--- config.mk ---
export PLATFORM = sky130hd
export DESIGN_NAME = ifmap_packet_tx_flat
export DESIGN_NICKNAME = d
export VERILOG_FILES = /design/src/rtl/ifmap_packet_tx_pkg.sv /design/src/rtl/ifmap_packet_tx_if.sv /design/src/rtl/ifmap_packet_tx_fifo.sv /design/src/rtl/ifmap_packet_tx.sv /design/src/flat_wrapper.sv
export SDC_FILE = /design/constraint.sdc
export NUM_CORES = 1
export LEC_CHECK = 0
export BUFFER_PORTS_ARGS = -buffer_cell sky130_fd_sc_hd__buf_2
export CAP_MARGIN = 20
export CORE_MARGIN = 2
export CORE_UTILIZATION = 45
export DETAILED_ROUTE_END_ITERATION = 16
export SETUP_SLACK_MARGIN = 0.5
export SLEW_MARGIN = 30
export SYNTH_ARGS = -nofsm -noshare
export SYNTH_HDL_FRONTEND = slang
export SYNTH_HIERARCHICAL = 1
export SYNTH_SLANG_ARGS = --single-unit
--- constraint.sdc ---
create_clock -name clk -period 5.9 [get_ports clk]
set_input_delay 0.295 -clock clk [delete_from_list [all_inputs] [get_ports clk]]
set_output_delay 0.295 -clock clk [all_outputs]
set_load 0.02 [all_outputs]
--- src/rtl/ifmap_packet_tx_pkg.sv ---
// rtl/ifmap_packet_tx_pkg.sv - shared ifmap types, layer row sizes and row-length helper
`ifndef L1_IFMAP_SIZE
`define L1_IFMAP_SIZE 227
`endif
`ifndef L2_IFMAP_SIZE
`define L2_IFMAP_SIZE 31
`endif
`ifndef L3_IFMAP_SIZE
`define L3_IFMAP_SIZE 15
`endif

package ifmap_packet_tx_pkg;

    typedef enum logic [1:0] {
        MODE1 = 2'd0,
        MODE2 = 2'd1,
        MODE3 = 2'd2,
        MODE4 = 2'd3
    } OP_MODE;

    typedef struct packed {
        logic            valid;
        logic [4:0]      packet_idx;
        logic [3:0][7:0] data;
    } PE_IN_PACKET;

    // One queued packet: everything but the valid bit
    typedef struct packed {
        logic [4:0]      packet_idx;
        logic [3:0][7:0] data;
    } fifo_entry_t;

    typedef enum logic [1:0] {
        ST_IDLE  = 2'd0,
        ST_FETCH = 2'd1,
        ST_DRAIN = 2'd2
    } tx_state_t;

    // Byte counter width; wide enough for the padded length of the longest row
    localparam int CNT_W = 10;

    // Row length in bytes for a layer mode
    function automatic logic [CNT_W-1:0] size_of_mode(input OP_MODE m);
        case (m)
            MODE1, MODE2: return CNT_W'(`L1_IFMAP_SIZE);
            MODE3:        return CNT_W'(`L2_IFMAP_SIZE);
            default:      return CNT_W'(`L3_IFMAP_SIZE);
        endcase
    endfunction

endpackage

--- src/rtl/ifmap_packet_tx_if.sv ---
// rtl/ifmap_packet_tx_if.sv - control, ifmap buffer and PE packet signals of the transmitter
interface ifmap_packet_tx_if
    import ifmap_packet_tx_pkg::*;
#(
    parameter int ADDR_W    = 16,
    parameter int ROW_IDX_W = 3
);
    OP_MODE                mode_in;
    logic                  start;
    logic [ADDR_W-1:0]     base_addr;
    logic [ROW_IDX_W-1:0]  row_idx;
    logic                  rd_en;
    logic [ADDR_W-1:0]     rd_addr;
    logic [7:0]            rd_data;
    logic                  full;
    PE_IN_PACKET           ifmap_packet;
    logic                  busy;
    logic                  done;

    modport master (
        input  mode_in, start, base_addr, row_idx, rd_data, full,
        output rd_en, rd_addr, ifmap_packet, busy, done
    );

    modport slave (
        output mode_in, start, base_addr, row_idx, rd_data, full,
        input  rd_en, rd_addr, ifmap_packet, busy, done
    );
endinterface

--- src/rtl/ifmap_packet_tx_fifo.sv ---
// rtl/ifmap_packet_tx_fifo.sv - 2-entry first-word-fall-through packet FIFO
module ifmap_pkt_fifo
    import ifmap_packet_tx_pkg::*;
(
    input  logic        clk,
    input  logic        rst,
    input  logic        push,
    input  fifo_entry_t wr_entry,
    input  logic        pop,
    output fifo_entry_t rd_entry,
    output logic        empty,
    output logic        full
);
    fifo_entry_t mem [2];
    logic        wr_ptr;
    logic        rd_ptr;
    logic [1:0]  count;
    logic        do_push;
    logic        do_pop;

    assign empty    = (count == 2'd0);
    assign full     = (count == 2'd2);
    assign rd_entry = mem[rd_ptr];
    assign do_push  = push && !full;
    assign do_pop   = pop && !empty;

    // Storage, pointers and occupancy; push and pop may coincide
    always_ff @(posedge clk or posedge rst) begin
        if (rst) begin
            for (int i = 0; i < 2; i++) mem[i] <= '0;
            wr_ptr <= 1'b0;
            rd_ptr <= 1'b0;
            count  <= 2'd0;
        end else begin
            if (do_push) begin
                mem[wr_ptr] <= wr_entry;
                wr_ptr      <= ~wr_ptr;
            end
            if (do_pop) rd_ptr <= ~rd_ptr;
            count <= count + 2'(do_push) - 2'(do_pop);
        end
    end
endmodule

--- src/rtl/ifmap_packet_tx.sv ---
// rtl/ifmap_packet_tx.sv - reads one ifmap row byte-wise and sends 4-byte packets to the PE
module ifmap_packet_tx
    import ifmap_packet_tx_pkg::*;
#(
    parameter int ADDR_W    = 16,
    parameter int ROW_IDX_W = 3
)(
    input  logic                clk,
    input  logic                rst,
    ifmap_packet_tx_if.master   bus
);
    tx_state_t              state_q;
    tx_state_t              state_d;
    OP_MODE                 mode_q;
    logic [ADDR_W-1:0]      base_q;
    logic [ROW_IDX_W-1:0]   row_q;
    logic [CNT_W-1:0]       b_q;
    logic                   in_grp_q;
    logic                   cap_vld_q;
    logic                   cap_pad_q;
    logic [1:0]             cap_lane_q;
    logic [2:0][7:0]        asm_q;
    logic                   done_q;

    logic [CNT_W-1:0]       row_len;
    logic [CNT_W-3:0]       grp_cnt;
    logic [CNT_W-1:0]       total_len;
    logic                   fetch_end;
    logic                   slot_ok;
    logic                   advance;
    logic                   issue_read;
    logic [7:0]             lane_byte;
    logic                   push;
    logic                   pop;
    logic                   fifo_empty;
    logic                   fifo_full;
    fifo_entry_t            wr_entry;
    fifo_entry_t            head;

    // Row length rounded up to whole packets
    assign row_len   = size_of_mode(mode_q);
    assign grp_cnt   = row_len[CNT_W-1:2] + {{(CNT_W-3){1'b0}}, |row_len[1:0]};
    assign total_len = {grp_cnt, 2'b00};
    assign fetch_end = (b_q == total_len);

    // A new group may only start if a FIFO slot is still free counting the
    // group still waiting to be pushed; pops are ignored, which is safe.
    assign slot_ok    = !fifo_full && !(in_grp_q && !fifo_empty);
    assign advance    = (state_q == ST_FETCH) && !fetch_end && ((b_q[1:0] != 2'd0) || slot_ok);
    assign issue_read = advance && (b_q < row_len);

    assign lane_byte = cap_pad_q ? 8'h00 : bus.rd_data;
    assign push      = cap_vld_q && (cap_lane_q == 2'd3);
    assign pop       = !fifo_empty && !bus.full;
    assign wr_entry  = '{packet_idx: 5'(row_q), data: {lane_byte, asm_q[2], asm_q[1], asm_q[0]}};

    ifmap_pkt_fifo u_fifo (
        .clk      (clk),
        .rst      (rst),
        .push     (push),
        .wr_entry (wr_entry),
        .pop      (pop),
        .rd_entry (head),
        .empty    (fifo_empty),
        .full     (fifo_full)
    );

    // State register
    always_ff @(posedge clk or posedge rst) begin
        if (rst) state_q <= ST_IDLE;
        else     state_q <= state_d;
    end

    // Next state: fetch until the last group is queued, then drain the FIFO
    always_comb begin
        state_d = state_q;
        case (state_q)
            ST_IDLE:  if (bus.start) state_d = ST_FETCH;
            ST_FETCH: if (fetch_end && push) state_d = ST_DRAIN;
            ST_DRAIN: if (pop && !fifo_full) state_d = ST_IDLE;
            default:  state_d = ST_IDLE;
        endcase
    end

    // Outputs: buffer read port, busy flag and the packet at the FIFO head
    always_comb begin
        bus.rd_en        = issue_read;
        bus.rd_addr      = issue_read ? (base_q + ADDR_W'(b_q)) : '0;
        bus.busy         = (state_q != ST_IDLE);
        bus.done         = done_q;
        bus.ifmap_packet = '0;
        if (pop) begin
            bus.ifmap_packet.valid      = 1'b1;
            bus.ifmap_packet.packet_idx = head.packet_idx;
            bus.ifmap_packet.data       = head.data;
        end
    end

    // Row parameters latched on an accepted start
    always_ff @(posedge clk or posedge rst) begin
        if (rst) begin
            mode_q <= MODE1;
            base_q <= '0;
            row_q  <= '0;
        end else if (state_q == ST_IDLE && bus.start) begin
            mode_q <= bus.mode_in;
            base_q <= bus.base_addr;
            row_q  <= bus.row_idx;
        end
    end

    // Byte counter, group reservation flag and the one-cycle read return pipeline
    always_ff @(posedge clk or posedge rst) begin
        if (rst) begin
            b_q        <= '0;
            in_grp_q   <= 1'b0;
            cap_vld_q  <= 1'b0;
            cap_pad_q  <= 1'b0;
            cap_lane_q <= 2'd0;
        end else begin
            if (state_q == ST_IDLE && bus.start) b_q <= '0;
            else if (advance)                    b_q <= b_q + 1'b1;
            if (advance && b_q[1:0] == 2'd0) in_grp_q <= 1'b1;
            else if (push)                   in_grp_q <= 1'b0;
            cap_vld_q  <= advance;
            cap_pad_q  <= !issue_read;
            cap_lane_q <= b_q[1:0];
        end
    end

    // Lanes 0..2 collect returned bytes; lane 3 goes straight into the FIFO
    always_ff @(posedge clk or posedge rst) begin
        if (rst) begin
            asm_q <= '0;
        end else if (cap_vld_q) begin
            case (cap_lane_q)
                2'd0:    asm_q[0] <= lane_byte;
                2'd1:    asm_q[1] <= lane_byte;
                2'd2:    asm_q[2] <= lane_byte;
                default: ;
            endcase
        end
    end

    // done pulses in the cycle the FSM returns to idle
    always_ff @(posedge clk or posedge rst) begin
        if (rst) done_q <= 1'b0;
        else     done_q <= (state_q == ST_DRAIN) && (state_d == ST_IDLE);
    end
endmodule

--- src/flat_wrapper.sv ---
// flat-port wrapper written by rule: the top's interface ports become plain ports
module ifmap_packet_tx_flat import ifmap_packet_tx_pkg::*;
#(
    parameter int ADDR_W    = 16,
    parameter int ROW_IDX_W = 3
)
  (clk, rst, bus_mode_in, bus_start, bus_base_addr, bus_row_idx, bus_rd_data, bus_full, bus_rd_en, bus_rd_addr, bus_ifmap_packet, bus_busy, bus_done);
  ifmap_packet_tx_if #(.ADDR_W(ADDR_W), .ROW_IDX_W(ROW_IDX_W)) bus_i ();
  input  logic clk;
  input  logic rst;
  input wire logic [$bits(bus_i.mode_in)-1:0] bus_mode_in;
  input wire logic [$bits(bus_i.start)-1:0] bus_start;
  input wire logic [$bits(bus_i.base_addr)-1:0] bus_base_addr;
  input wire logic [$bits(bus_i.row_idx)-1:0] bus_row_idx;
  input wire logic [$bits(bus_i.rd_data)-1:0] bus_rd_data;
  input wire logic [$bits(bus_i.full)-1:0] bus_full;
  output wire logic [$bits(bus_i.rd_en)-1:0] bus_rd_en;
  output wire logic [$bits(bus_i.rd_addr)-1:0] bus_rd_addr;
  output wire logic [$bits(bus_i.ifmap_packet)-1:0] bus_ifmap_packet;
  output wire logic [$bits(bus_i.busy)-1:0] bus_busy;
  output wire logic [$bits(bus_i.done)-1:0] bus_done;
  assign bus_i.mode_in = bus_mode_in;
  assign bus_i.start = bus_start;
  assign bus_i.base_addr = bus_base_addr;
  assign bus_i.row_idx = bus_row_idx;
  assign bus_i.rd_data = bus_rd_data;
  assign bus_i.full = bus_full;
  assign bus_rd_en = bus_i.rd_en;
  assign bus_rd_addr = bus_i.rd_addr;
  assign bus_ifmap_packet = bus_i.ifmap_packet;
  assign bus_busy = bus_i.busy;
  assign bus_done = bus_i.done;
  ifmap_packet_tx #(.ADDR_W(ADDR_W), .ROW_IDX_W(ROW_IDX_W)) u_core (.clk(clk), .rst(rst), .bus(bus_i));
endmodule
== Yosys cells after proc, flatten, opt, wreduce, memory -nomap -nowiden ==
Index checks and enable logic that the tools add are counted.

* Output and inout port bits: 57
* Flip-flop bits (word level): 141
* Logic and storage cells: 103
* Input bits: 33

* Mux-type cells: 18
* Bitwise gates (word level): 4
* Order comparisons: 4
* Equal/unequal tests: 9
* $add $sub $neg: 5
* Reduce and logical (&&, ||, !) cells: 37

{| class="wikitable"
|+ Operators by type and width
! kind !! count
|-
| $mux 37 || 4
|-
| $bwmux 74 || 1
|-
| $mux 38 || 1
|-
| $demux 37 s1 || 1
|-
| $mux 10 || 2
|-
| $add 16x10->16 || 1
|-
| $mux 16 || 1
|-
| $pmux 8 s2 || 1
|-
| $logic_and 1x1->1 || 15
|-
| $logic_not 2->1 || 6
|-
| $add 10x1->10 const B || 1
|-
| $eq 10x10->1 || 1
|-
| $eq 2x2->1 const B || 5
|-
| $lt 10x8->1 || 1
|-
| $mux 8 || 1
|-
| $reduce_bool 2->1 || 4
|-
| $add 6x1->7 || 1
|-
| $eq 2x1->1 const B || 3
|-
| $logic_not 1->1 || 6
|-
| $mux 2 || 3
|-
| $pmux 2 s3 || 1
|-
| $reduce_and 2->1 || 3
|-
| $ge 2x2->1 const B || 2
|-
| $not 1->2 || 2
|-
| 7 further kinds || 10
|}

== Depth between registers and ports, before layout ==
* Word-level depth: 11
* Depth in mapped cells: 9
* Gate-level depth less buffers: 8

== By module ==
Netlist, hierarchy kept.

{| class="wikitable"
|+ By module, submodules not included
! module !! instances !! sequential area each (um2) !! area each (um2) !! cells an instance
|-
| ifmap_packet_tx || 1 || 1576.5 || 3726.1 || 443
|-
| ifmap_pkt_fifo || 1 || 1951.9 || 3555.9 || 216
|}

== Worst setup path after synthesis ==
No wires, ideal clock.

* Path type: register -> output
* Start: reg u_core.b_q[4]
* End: out bus_rd_addr[15]
* Path slack: 3.380 ns
* Cell stages (with the launch flop): 7
* Data arrival time: 2.225 ns
* Required time: 5.605 ns
* Path through: dfrtp_1 > ha_1 > o211ai_1 > o21bai_1 > o21ai_0 > or4_1 > a31oi_1

* Cells in the longest elaborated chain, start to end: 6

{| class="wikitable"
|+ Ends and longest elaborated chain
! element !! line !! source
|-
| start, declared || ifmap_packet_tx.sv:17 || <nowiki>logic [CNT_W-1:0] b_q;</nowiki>
|-
| start signal, assigned || ifmap_packet_tx.sv:122 || <nowiki>else if (advance) b_q <= b_q + 1'b1;</nowiki>
|-
| parallel branches: the longest is 5 deep, another holds $add 16x10->16 || n/a ||
|-
| $mux 16 * || ifmap_packet_tx.sv:88 || <nowiki>bus.rd_addr = issue_read ? (base_q + ADDR_W'(b_q)) : '0;</nowiki>
|-
| end, declared || flat_wrapper.sv:18 || <nowiki>output wire logic [$bits(bus_i.rd_addr)-1:0] bus_rd_addr;</nowiki>
|}

Every way passes the cells marked *.

== Worst setup path in the final report ==
* Start: reg u_core.mode_q[1]
* End: out bus_rd_addr[8]

* Cells in the longest elaborated chain, start to end: 10

{| class="wikitable"
|+ Ends and longest elaborated chain
! element !! line !! source
|-
| start, declared || ifmap_packet_tx.sv:14 || <nowiki>OP_MODE mode_q;</nowiki>
|-
| start signal, assigned || ifmap_packet_tx.sv:106 || <nowiki>mode_q <= bus.mode_in;</nowiki>
|-
| $eq 2x1->1 / $logic_not 2->1 (equally long branches) || ifmap_packet_tx_pkg.sv:44 || <nowiki>case (m)</nowiki>
|-
| $reduce_or 2->1 || ifmap_packet_tx_pkg.sv:44 ||
|-
| $pmux 8 s2 * || ifmap_packet_tx_pkg.sv:44 ||
|-
| $add 6x1->7 || ifmap_packet_tx.sv:42 || <nowiki>assign grp_cnt = row_len[CNT_W-1:2] + {{(CNT_W-3){1'b0}}, |row_len[1:0]};</nowiki>
|-
| $eq 10x10->1 || ifmap_packet_tx.sv:44 || <nowiki>assign fetch_end = (b_q == total_len);</nowiki>
|-
| $logic_not 1->1 || ifmap_packet_tx.sv:49 || <nowiki>assign advance = (state_q == ST_FETCH) && !fetch_end && ((b_q[1:0] != 2'd0) || slot_ok);</nowiki>
|-
| $logic_and 1x1->1 (2 in series) || ifmap_packet_tx.sv:49 ||
|-
| $logic_and 1x1->1 * || ifmap_packet_tx.sv:50 || <nowiki>assign issue_read = advance && (b_q < row_len);</nowiki>
|-
| $mux 16 * || ifmap_packet_tx.sv:88 ||
|}

Mark *: on every way between the ends. The rest lies on a longest branch, timed or not.

==> out/metrics.yaml <==
outcome: "finished, final reports clean"
routabilityCongestion: 0.8568
share_comb_of_total_power: 0.447
maxCapViolCount: 0
endpoint_kind: "primary output"
firstDrtPassIters: 4
grt_setup_unrepaired: "false"
yosys_register_bits: 141
r2r-start: "u_core/mode_q[1]"
die_area_um2: 17220
fin_crit_ps: 3607
irDropWorstVdd_mv: 0.3530
setup_violations: 0
swShare: 0.3892
hold_violations: 0
drive_gt1_frac: 0.3307
diodes: 0
clkPwrFrac: 0.204
p_per_area_nw_per_um2: 584.1
worstHoldStart: "bus_base_addr[6]"
viasPerCell: 5.115
start_util: 0.4601
crit_path_start: "u_core/mode_q[1]"
hold_buffers: 0
synth.distinct_cells: 59
cts_buffers: 17
hpwlAfterDp_um: 10430
synth.largest_area_cell: "dfrtp_1"
synth_top_area_frac: 0.4845
nFillCells: 1410
clk_pin_slew_ps: 60
startpoint_type: "flip-flop"
yosysWarningCount: 6
grt_pass1_vias: 5369
yosys-top-cells-area: "dfrtp_1 48%, mux2_2 13%, mux2_4 6.2%, nand2_1 5.4%, ha_1 3.4%"
placed_area_um2: 7824
core_um2: 15830
cp.required_ps: 5610
slew_headroom: 0.3920
final_cells: 969
syn_inst: 659
worst_pin_slew_ps: 909.9
clock-sinks: 141
pre_cts_slack_ps: 2723
io_buffers: 89
final_common_cell: "dfrtp_1"
area.growth.synth_to_final_pct: 15.12
std_cell_rows: 46
placed_cells: 938
antenna_found_initial: 0
nets: 795
final_util: 0.5296
wl_um: 15770
finalSetupTns_ps: 0
fin_ws_ps: 2293
io_pins: 90
p_leak_nw: 4.175
multi_input_area_um2: 3446
drc_errors: 0
fmax_mhz: 277.3
slew_violations: 0
holdCritPathClass: "input pin to flip-flop"
grt_pass1_wl_um: 26930
h-tree-depth: 4
die_w_um: 131.2
syn-cell-area_um2: 7282
clk_latency_ps: 420
critPathArrivalTime_ps: 3310
cts_tree: "done"
num_vias: 4956
fp.dieH_um: 131.2
gr-total-overflow: 0
p_seq_frac: 0.349
critPathMaxFanout: 19
post-cts-setup-buffers: 0
cts_resized: 0
skew_ps: 8.591
switchingPower_mw: 1.906
cts_root_buf: "clkbuf_16"
crit_type: "flip-flop to primary output"
final_area_um2: 8383
p_int_mw: 2.991
final_cell_mix: "141 x dfrtp_1, 105 x nand2_1, 89 x buf_2"
post-route-period-util: 0.6113
regArea_um2: 3528
ys.flop_type: "dfrtp_1"
postSynthAreaPerCell_um2: 11.05
wl_per_cell_um: 16.28
globalRouteTotalUtil: 0.1939
synth_edf_count: 0
clk_path_buf_depth: 2
drtAntennaViolNets: 0
detail_route.iter0.violations: 257
synthArstFlopShare: 1.000
grt_max_degree: 79
ys_seq_area_frac: 0.4845
## worst max-delay path, cell delays in order (launching register included)
cell	delay (ps)
dfrtp_1	470
inv_1	130
ha_1	310
nor2_1	140
o2111ai_2	180
o2111ai_4	520
a311o_1	800
nor3_1	140
buf_2	200
## sequential cells by signal, indices dropped and copies added (netlist names), 2 cells and up
name / flops
u_core/u_fifo/count: 2
u_core/mode_q: 2
u_core/cap_lane_q: 2
u_core/u_fifo/mem: 74
u_core/state_q: 2
u_core/asm_q: 24
u_core/b_q: 10
u_core/row_q: 3
u_core/base_q: 16
## worst paths after layout
check	endpoint	slack (ps)	cells after the start
max in group asynchronous	u_core/cap_lane_q[0]	5210	3
worst min register to register	u_core/row_q[0]	500	2
worst max register to register	u_core/cap_pad_q	3150	6
min in group asynchronous	u_core/u_fifo/mem[4]	90	3
worst min-delay path	u_core/base_q[6]	70	3
worst max-delay path	bus_rd_addr[8]	2290	8
## cells in the mapped netlist, drive strengths merged, types with 5 or more instances
| cell type | n |
|---|---|
| nand2 | 105 |
| a31oi | 7 |
| a21o | 6 |
| inv | 26 |
| or3 | 6 |
| and3 | 5 |
| xnor2 | 7 |
| and2 | 38 |
| o211ai | 6 |
| nor2 | 20 |
| a21oi | 14 |
| o21ai | 39 |
| clkbuf | 18 |
| mux2 | 111 |
| ha | 20 |
| dfrtp | 141 |
| nand2b | 12 |
| nand3 | 10 |
| buf | 16 |
## routing by layer
layer | GRT usage | vias up | part of all wire
met5 | 0 | - | 0
met2 | 0.3325 | 76 | 0.49
li1 | - | 2433 | -
met3 | 0.03588 | 22 | 0.023
met4 | 0.07307 | 0 | 0.019
met1 | 0.2445 | 2425 | 0.47
## stage by stage
| stage | hold slack (ps) | total power [mW] |
|---|---|---|
| 2_1_floorplan | 366.0 | 3.392 |
| 3_3_place_gp | 475.2 | 3.849 |
| 3_5_place_dp | 482.2 | 3.920 |
| 4_1_cts | 48.32 | 4.949 |
| 5_1_grt | 55.70 | 5.265 |
| 6_report | 65.14 | 4.897 |
## power groups by stage
stage	registers [mW]	logic [mW]	clock network (mW)
final	1.71	2.19	0.997
after global placement	1.69	2.16	0
after floorplan	1.59	1.80	0
after CTS	1.71	2.22	1.02
after detailed placement	1.72	2.20	0
after global routing	1.77	2.42	1.07
## kinds of logic after synthesis
group,share of synthesized area
buffers and inverters,0.04433
AO/OA/AOI/OAI,0.08162
AND/OR/NAND/NOR,0.1474
adder cells (fa/ha/maj),0.03711
flip-flops,0.4845
multiplexers,0.1912
other,0.0005150
XOR/XNOR,0.01323
## area by class of cell
type	count	area share
Sequential cell	141	0.4209
Tap cell	216	0.03224
Multi-Input combinational cell	461	0.4110
Timing Repair Buffer	94	0.05806
Clock buffer	24	0.05866
Clock inverter	7	0.007463
Inverter	26	0.01164
No activity file was read; power rests on OpenSTA's default activity.
